## src/rtl/ex_unit_mdu.sv

```systemverilog
// Registered RV32I/M execute unit: single-cycle ALU, two-stage multiplier and a
// restoring divider (one quotient bit per cycle) behind valid/ready handshakes.
module ex_unit_mdu #(
  parameter int XLEN     = 32,
  parameter int REGIDX_W = 5,
  parameter int OP_W     = 5
) (
  input  logic                clk_in,
  input  logic                rst_in,
  input  logic                valid_in,
  output logic                ready_out,
  input  logic [OP_W-1:0]     op_in,
  input  logic                rdE_in,
  input  logic [REGIDX_W-1:0] rdIdx_in,
  input  logic [XLEN-1:0]     rs1Data_in,
  input  logic [XLEN-1:0]     rs2Data_in,
  input  logic                flush_in,
  output logic                valid_out,
  input  logic                ready_in,
  output logic                rdE_out,
  output logic [REGIDX_W-1:0] rdIdx_out,
  output logic [XLEN-1:0]     rdData_out,
  output logic                busy_out
);

  localparam int SH_W  = $clog2(XLEN);
  localparam int CNT_W = $clog2(XLEN) + 1;
  localparam logic [CNT_W-1:0] CNT_LAST = CNT_W'(XLEN - 1);
  localparam logic [XLEN-1:0]  XMIN     = {1'b1, {(XLEN-1){1'b0}}};

  localparam logic [OP_W-1:0] OP_ADD    = OP_W'(5'd0);
  localparam logic [OP_W-1:0] OP_SUB    = OP_W'(5'd1);
  localparam logic [OP_W-1:0] OP_SLL    = OP_W'(5'd2);
  localparam logic [OP_W-1:0] OP_SLT    = OP_W'(5'd3);
  localparam logic [OP_W-1:0] OP_SLTU   = OP_W'(5'd4);
  localparam logic [OP_W-1:0] OP_XOR    = OP_W'(5'd5);
  localparam logic [OP_W-1:0] OP_SRL    = OP_W'(5'd6);
  localparam logic [OP_W-1:0] OP_SRA    = OP_W'(5'd7);
  localparam logic [OP_W-1:0] OP_OR     = OP_W'(5'd8);
  localparam logic [OP_W-1:0] OP_AND    = OP_W'(5'd9);
  localparam logic [OP_W-1:0] OP_MUL    = OP_W'(5'd10);
  localparam logic [OP_W-1:0] OP_MULH   = OP_W'(5'd11);
  localparam logic [OP_W-1:0] OP_MULHSU = OP_W'(5'd12);
  localparam logic [OP_W-1:0] OP_MULHU  = OP_W'(5'd13);
  localparam logic [OP_W-1:0] OP_DIV    = OP_W'(5'd14);
  localparam logic [OP_W-1:0] OP_DIVU   = OP_W'(5'd15);
  localparam logic [OP_W-1:0] OP_REM    = OP_W'(5'd16);
  localparam logic [OP_W-1:0] OP_REMU   = OP_W'(5'd17);

  typedef enum logic [2:0] {
    S_IDLE = 3'd0,
    S_MUL  = 3'd1,
    S_OUT  = 3'd2,
    S_DIV  = 3'd3,
    S_FIX  = 3'd4
  } state_t;

  state_t                state_r, state_nxt_s;
  logic                  accept_s, out_free_s;
  logic                  is_mul_s, is_div_s, div_signed_s, div_rem_s;
  logic                  div_zero_s, div_ovf_s, div_long_s;
  logic [SH_W-1:0]       shamt_s;
  logic [XLEN-1:0]       single_res_s, mul_res_s, fix_res_s, fix_q_s, fix_r_s;
  logic [XLEN-1:0]       mag_a_s, mag_b_s;
  logic                  a_sx_s, b_sx_s;
  logic [2*XLEN-1:0]     a_ext_s, b_ext_s, prod_s, product_r;
  logic [XLEN:0]         rem_sh_s, diff_s;
  logic                  ge_s;
  logic                  load_s, load_rde_s, start_mul_s, start_div_s;
  logic [XLEN-1:0]       load_data_s;
  logic [REGIDX_W-1:0]   load_idx_s;
  logic                  pend_rde_r;
  logic [REGIDX_W-1:0]   pend_idx_r;
  logic [OP_W-1:0]       pend_op_r;
  logic [XLEN-1:0]       quo_r, rem_r, dvs_r;
  logic [CNT_W-1:0]      cnt_r;
  logic                  neg_q_r, neg_rem_r, rem_sel_r;

  assign out_free_s = !valid_out || ready_in;
  assign ready_out  = (state_r == S_IDLE) && out_free_s && !flush_in;
  assign accept_s   = valid_in && ready_out;
  assign busy_out   = (state_r != S_IDLE);
  assign shamt_s    = rs2Data_in[SH_W-1:0];

  // Classify the presented opcode into multiply / divide groups.
  always_comb begin
    is_mul_s     = 1'b0;
    is_div_s     = 1'b0;
    div_signed_s = 1'b0;
    div_rem_s    = 1'b0;
    case (op_in)
      OP_MUL, OP_MULH, OP_MULHSU, OP_MULHU: is_mul_s = 1'b1;
      OP_DIV:  begin is_div_s = 1'b1; div_signed_s = 1'b1; end
      OP_DIVU: begin is_div_s = 1'b1; end
      OP_REM:  begin is_div_s = 1'b1; div_signed_s = 1'b1; div_rem_s = 1'b1; end
      OP_REMU: begin is_div_s = 1'b1; div_rem_s = 1'b1; end
      default: is_mul_s = 1'b0;
    endcase
  end

  assign div_zero_s = (rs2Data_in == {XLEN{1'b0}});
  assign div_ovf_s  = div_signed_s && (rs1Data_in == XMIN) && (rs2Data_in == {XLEN{1'b1}});
  assign div_long_s = is_div_s && !div_zero_s && !div_ovf_s;

  // Single-cycle results, including the divide corner cases that skip iteration.
  always_comb begin
    single_res_s = {XLEN{1'b0}};
    case (op_in)
      OP_ADD:  single_res_s = rs1Data_in + rs2Data_in;
      OP_SUB:  single_res_s = rs1Data_in - rs2Data_in;
      OP_SLL:  single_res_s = rs1Data_in << shamt_s;
      OP_SLT:  single_res_s = {{(XLEN-1){1'b0}}, ($signed(rs1Data_in) < $signed(rs2Data_in))};
      OP_SLTU: single_res_s = {{(XLEN-1){1'b0}}, (rs1Data_in < rs2Data_in)};
      OP_XOR:  single_res_s = rs1Data_in ^ rs2Data_in;
      OP_SRL:  single_res_s = rs1Data_in >> shamt_s;
      OP_SRA:  single_res_s = $unsigned($signed(rs1Data_in) >>> shamt_s);
      OP_OR:   single_res_s = rs1Data_in | rs2Data_in;
      OP_AND:  single_res_s = rs1Data_in & rs2Data_in;
      OP_DIV, OP_DIVU: single_res_s = div_zero_s ? {XLEN{1'b1}} : rs1Data_in;
      OP_REM, OP_REMU: single_res_s = div_zero_s ? rs1Data_in : {XLEN{1'b0}};
      default: single_res_s = {XLEN{1'b0}};
    endcase
  end

  // One 2*XLEN multiplier covers all four variants via per-operand sign extension.
  assign a_sx_s  = ((op_in == OP_MULH) || (op_in == OP_MULHSU)) && rs1Data_in[XLEN-1];
  assign b_sx_s  = (op_in == OP_MULH) && rs2Data_in[XLEN-1];
  assign a_ext_s = {{XLEN{a_sx_s}}, rs1Data_in};
  assign b_ext_s = {{XLEN{b_sx_s}}, rs2Data_in};
  assign prod_s  = a_ext_s * b_ext_s;
  assign mul_res_s = (pend_op_r == OP_MUL) ? product_r[XLEN-1:0] : product_r[2*XLEN-1:XLEN];

  assign mag_a_s  = (div_signed_s && rs1Data_in[XLEN-1]) ? -rs1Data_in : rs1Data_in;
  assign mag_b_s  = (div_signed_s && rs2Data_in[XLEN-1]) ? -rs2Data_in : rs2Data_in;
  assign rem_sh_s = {rem_r, quo_r[XLEN-1]};
  assign diff_s   = rem_sh_s - {1'b0, dvs_r};
  assign ge_s     = !diff_s[XLEN];
  assign fix_q_s  = neg_q_r ? -quo_r : quo_r;
  assign fix_r_s  = neg_rem_r ? -rem_r : rem_r;
  assign fix_res_s = rem_sel_r ? fix_r_s : fix_q_s;

  // Next-state and output-load decisions; flush overrides any completion.
  always_comb begin
    state_nxt_s = state_r;
    load_s      = 1'b0;
    load_data_s = {XLEN{1'b0}};
    load_rde_s  = pend_rde_r;
    load_idx_s  = pend_idx_r;
    start_mul_s = 1'b0;
    start_div_s = 1'b0;
    if (flush_in) begin
      state_nxt_s = S_IDLE;
    end else begin
      case (state_r)
        S_IDLE: begin
          if (accept_s && is_mul_s) begin
            start_mul_s = 1'b1;
            state_nxt_s = S_MUL;
          end else if (accept_s && div_long_s) begin
            start_div_s = 1'b1;
            state_nxt_s = S_DIV;
          end else if (accept_s) begin
            load_s      = 1'b1;
            load_data_s = single_res_s;
            load_rde_s  = rdE_in;
            load_idx_s  = rdIdx_in;
          end else begin
            state_nxt_s = S_IDLE;
          end
        end
        S_MUL, S_OUT: begin
          if (out_free_s) begin
            load_s      = 1'b1;
            load_data_s = mul_res_s;
            state_nxt_s = S_IDLE;
          end else begin
            state_nxt_s = S_OUT;
          end
        end
        S_DIV: begin
          if (cnt_r == CNT_LAST) begin
            state_nxt_s = S_FIX;
          end else begin
            state_nxt_s = S_DIV;
          end
        end
        S_FIX: begin
          if (out_free_s) begin
            load_s      = 1'b1;
            load_data_s = fix_res_s;
            state_nxt_s = S_IDLE;
          end else begin
            state_nxt_s = S_FIX;
          end
        end
        default: state_nxt_s = S_IDLE;
      endcase
    end
  end

  // State register.
  always_ff @(posedge clk_in) begin
    if (rst_in) begin
      state_r <= S_IDLE;
    end else begin
      state_r <= state_nxt_s;
    end
  end

  // Operation context, product register and divider iteration registers.
  always_ff @(posedge clk_in) begin
    if (rst_in) begin
      pend_rde_r <= 1'b0;
      pend_idx_r <= {REGIDX_W{1'b0}};
      pend_op_r  <= {OP_W{1'b0}};
      product_r  <= {(2*XLEN){1'b0}};
      quo_r      <= {XLEN{1'b0}};
      rem_r      <= {XLEN{1'b0}};
      dvs_r      <= {XLEN{1'b0}};
      cnt_r      <= {CNT_W{1'b0}};
      neg_q_r    <= 1'b0;
      neg_rem_r  <= 1'b0;
      rem_sel_r  <= 1'b0;
    end else begin
      if (accept_s) begin
        pend_rde_r <= rdE_in;
        pend_idx_r <= rdIdx_in;
        pend_op_r  <= op_in;
      end
      if (start_mul_s) begin
        product_r <= prod_s;
      end
      if (start_div_s) begin
        quo_r     <= mag_a_s;
        rem_r     <= {XLEN{1'b0}};
        dvs_r     <= mag_b_s;
        cnt_r     <= {CNT_W{1'b0}};
        neg_q_r   <= div_signed_s && (rs1Data_in[XLEN-1] ^ rs2Data_in[XLEN-1]);
        neg_rem_r <= div_signed_s && rs1Data_in[XLEN-1];
        rem_sel_r <= div_rem_s;
      end else if (state_r == S_DIV) begin
        quo_r <= {quo_r[XLEN-2:0], ge_s};
        rem_r <= ge_s ? diff_s[XLEN-1:0] : rem_sh_s[XLEN-1:0];
        cnt_r <= cnt_r + {{(CNT_W-1){1'b0}}, 1'b1};
      end
    end
  end

  // Output register: load on completion, hold while stalled, drop on handoff.
  always_ff @(posedge clk_in) begin
    if (rst_in) begin
      valid_out  <= 1'b0;
      rdE_out    <= 1'b0;
      rdIdx_out  <= {REGIDX_W{1'b0}};
      rdData_out <= {XLEN{1'b0}};
    end else if (flush_in) begin
      valid_out <= 1'b0;
    end else if (load_s) begin
      valid_out  <= 1'b1;
      rdE_out    <= load_rde_s;
      rdIdx_out  <= load_idx_s;
      rdData_out <= load_data_s;
    end else if (ready_in) begin
      valid_out <= 1'b0;
    end else begin
      valid_out <= valid_out;
    end
  end

endmodule

```

## config.mk

```make
export PLATFORM = sky130hd
export DESIGN_NAME = ex_unit_mdu
export DESIGN_NICKNAME = d
export VERILOG_FILES = /design/src/rtl/ex_unit_mdu.sv
export SDC_FILE = /design/constraint.sdc
export NUM_CORES = 2
export LEC_CHECK = 0
export BUFFER_PORTS_ARGS = -buffer_cell sky130_fd_sc_hd__buf_4
export CORE_AREA = 10 10 457 459
export CTS_CLUSTER_SIZE = 12
export DETAILED_ROUTE_END_ITERATION = 6
export DIE_AREA = 0 0 467 469
export GPL_ROUTABILITY_DRIVEN = 0
export MAX_ROUTING_LAYER = met4
export SETUP_SLACK_MARGIN = 0.2
export SLEW_MARGIN = 40
export SYNTH_ARGS = -nofsm -noshare
export SYNTH_HDL_FRONTEND = slang
export SYNTH_SLANG_ARGS = --single-unit
```

## constraint.sdc

```tcl
create_clock -name clk_in -period 9.4 [get_ports clk_in]
set_clock_uncertainty 0.15 [all_clocks]
set_input_delay 0.94 -clock clk_in [delete_from_list [all_inputs] [get_ports clk_in]]
set_output_delay 0.94 -clock clk_in [all_outputs]
set_load 0.01 [all_outputs]
```

==> metrics.yaml <==
run:
  drv_cap: 0
synth:
  synth_edf_count: 0
  synth_cells: 7280
  ys_types: 95
  synthArstFlopShare: 0
  synth_nets: 8835
  syn_area_mm2: 0.0597
  yosys_register_bits: 222
  avgSynthCellArea_um2: 8.19
  ys_seq_area_frac: 0.0745
  yosys_most_used_dff: "dfxtp_1"
  yosys_warnings: 0
floorplanning:
  fp.dieH_um: 469
  die_x_um: 467
  io_pins: 121
  core_area_mm2: 0.199
  dieArea_mm2: 0.219
  rows: 164
  start_util: 0.299
global_routing:
  overflow: 0
  grt_pass1_wl_um: 370000
  grt_max_degree: 125
  antenna_found_initial: 13
  grt_pass1_vias: 57029
  track_usage: 0.228
setup_path:
  rrSetupSlack_ns: 4.70
  r2r_cells: 14
  crit_path_max_incr_delay_ns: 0.57
  worst-path-max-fanout: 16
  path_class: "input pin to flop"
  timing.critical_path.slowest_stage_cell: "or3b_2"
  cp_num_buf_inv: 7
  arrival_ns: 9.27
  cp-start-kind: "input pin"
  rr_endpoint: "rem_r[4]"
  cp_common_cell: "fa_1"
  r2r-start: "quo_r[31]"
  cpLargestDelayFamily: "adder cells"
  worstPathRequired_ns: 9.75
  startpoint: "rs1Data_in[7]"
  cp-end-kind: "flop"
sta:
  worst-slew-pin-transition_ns: 1.08
  final-max-slew-violation-count: 0
  fin_crit_sh: 0.949
  setup_viol: 0
  relSlewSlack: 0.281
  rsz0062_at_grt: "false"
  period_needed_ns: 8.92
  fin_ws_ns: 0.475
  hold_violations: 0
  fmax_mhz: 112
placement:
  numPortBuffers: 120
  place_inst: 9999
  hpwl_um: 198000
  pre_cts_slack_ns: -0.0355
  dpl_cell_area_mm2: 0.0655
cts:
  cts_tree: "yes"
  cts_hold_buf: 0
  cts_max_level: 1
  clkTransAtPathRegs_ns: 0.06
  cts_buffers: 28
  cts_root_buffer: "clkbuf_16"
  clockBufferDepth: 3
  clkLatencyLatePin_ns: 0.61
  numClockSinks: 222
routing:
  dr_total_vias: 55383
  first_pass_iters: 7
  drtIter0Drc: 7672
  via_per_inst: 5.50
  post_drt_wl_per_cell_um: 24.6
  ant_nets: 0
  drc: 156
  routed_wirelength_um: 248000
worst_hold_path:
  hold_path_depth: 2
  min_path_type: "flop to flop"
  hold_end: "product_r[31]"
  hold_start: "product_r[31]"
layout:
  fillCellCount: 20731
  final_nets: 8929
  area_growth_pct: 11.5
  layoutNonFillerInstCount: 10074
  final_cell_area_mm2: 0.0665
  drive_above_1_share: 0.0986
  final_util: 0.334
run_status:
  status: "finished with violations"
  violations: "design-rule violations"
[tightest hold or removal path, cell delays in order, from the launching register on]
cell     delay [ns]
dfxtp_1        0.31
nand2_1        0.05
a21oi_1        0.05
[area by class of cell]
type | count | area [um2] | area share
inverter | 1325 | 4970 | 0.0748
timing repair buffer | 540 | 4230 | 0.0635
multi-input combinational | 5257 | 48500 | 0.730
antenna | 24 | 60.1 | 0.000903
clock inverter | 14 | 186 | 0.00280
clock buffer | 36 | 781 | 0.0117
sequential | 222 | 4450 | 0.0668
tap | 2656 | 3320 | 0.0499
[stage by stage]
| stage | setup TNS, ns | hold WS [ns] |
|---|---|---|
| floorplan | 0 | 0.281 |
| global placement | -0.0528 | 0.291 |
| detailed placement | -0.0355 | 0.296 |
| CTS | 0 | 0.305 |
| global route | 0 | 0.320 |
| finish | 0 | 0.302 |
[cells by family (layout without fill, tap and decap cells)]
family / count (synthesis) / in the layout / share of synthesized area
muxes: 168 / 168 / 0.0410
xor gates and xnor gates: 244 / 244 / 0.0358
other: 0 / 24 / 0
adders and majority gates: 1475 / 1475 / 0.451
DFF: 222 / 222 / 0.0745
AOI/OAI and AO/OA: 1167 / 1167 / 0.126
buffers and inverters: 1801 / 1915 / 0.114
and+or+nand+nor: 2203 / 2203 / 0.157
[cells in the mapped netlist, drive strengths merged (19+ instances only)]
master	number	area share
buf	129	0.0086
xnor2	177	0.026
and2	19	0.0020
or4	27	0.0038
clkbuf	347	0.022
nor2	724	0.046
or3	32	0.0034
nor2b	31	0.0033
o21bai	25	0.0031
and3	29	0.0030
a21oi	348	0.029
nand3	66	0.0055
o211ai	23	0.0030
nor3	109	0.0094
nand2	1029	0.065
o21ai	247	0.021
inv	1305	0.082
nor4	27	0.0029
clkinv	20	0.0013
mux2i	104	0.017
a211oi	74	0.0094
ha	347	0.073
o21a	25	0.0031
o31ai	45	0.0060
o41ai	24	0.0036
a22oi	44	0.0055
mux4	61	0.023
a21o	64	0.0081
dfxtp	222	0.075
o22ai	35	0.0037
fa	1128	0.38
nand4	35	0.0037
a31oi	41	0.0043
xor2	67	0.0098
[per-layer routing]
metal	wire length, um	vias up	global-route usage
met5	0	-	-
met4	18900	0	0.133
met3	31300	1015	0.0716
met2	107000	3567	0.340
met1	91500	27520	0.271
li1	-	23281	-
[what timing repair did]
action	4_1_cts	5_1_grt
resized for setup	0	1
setup buffers	0	0
setup endpoints to repair	0	1
[cell usage in the layout, fill, tap and decap left out, types with 16 or more instances in the layout]
cell and count:
nand2_1 1028, a21oi_1 346, xnor2_1 175, o211ai_1 22, nand2b_1 16, mux4_2 61, mux2i_1 104, a211oi_1 73
inv_1 1301, nand3_1 66, and3_1 28, nor2b_1 31, o21a_1 25, o21bai_1 25, a21o_1 64, a22oi_1 44
xor2_1 66, clkbuf_16 28, fa_1 1126, ha_1 347, nand4_1 35, buf_4 523, nor4_1 24, nor3_1 102
or2_2 16, and2_1 17, o41ai_1 23, a31oi_1 41, o31ai_1 42, nor2_1 719, o21ai_0 241, dfxtp_1 221
or3_1 32, o22ai_1 35, diode_2 24, a311oi_1 17, or4_1 20, clkinv_1 20
[flip-flops by register name, summed over array words and instances (netlist names)]
signal      flops
product_r      64
cnt_r           6
neg_q_r         1
pend_op_r       5
quo_r          32
neg_rem_r       1
valid_out       1
state_r         3
rdE_out         1
rdData_out     32
rdIdx_out       5
rem_r          32
pend_idx_r      5
rem_sel_r       1
pend_rde_r      1
dvs_r          32
[how the worst max path moves through the flow]
stage	to	slack [ns]	cells past startpoint
2_1_floorplan	product_r[63]	0.14	30
3_3_place_gp	product_r[63]	-0.05	33
3_5_place_dp	product_r[63]	-0.04	32
4_1_cts	product_r[63]	0.55	33
5_1_grt	product_r[62]	0.25	36
6_report	product_r[60]	0.48	26
Power is left out: the tool's default activity adds up to more than one toggle a clock period on the data nets, which glitch-free logic cannot reach.
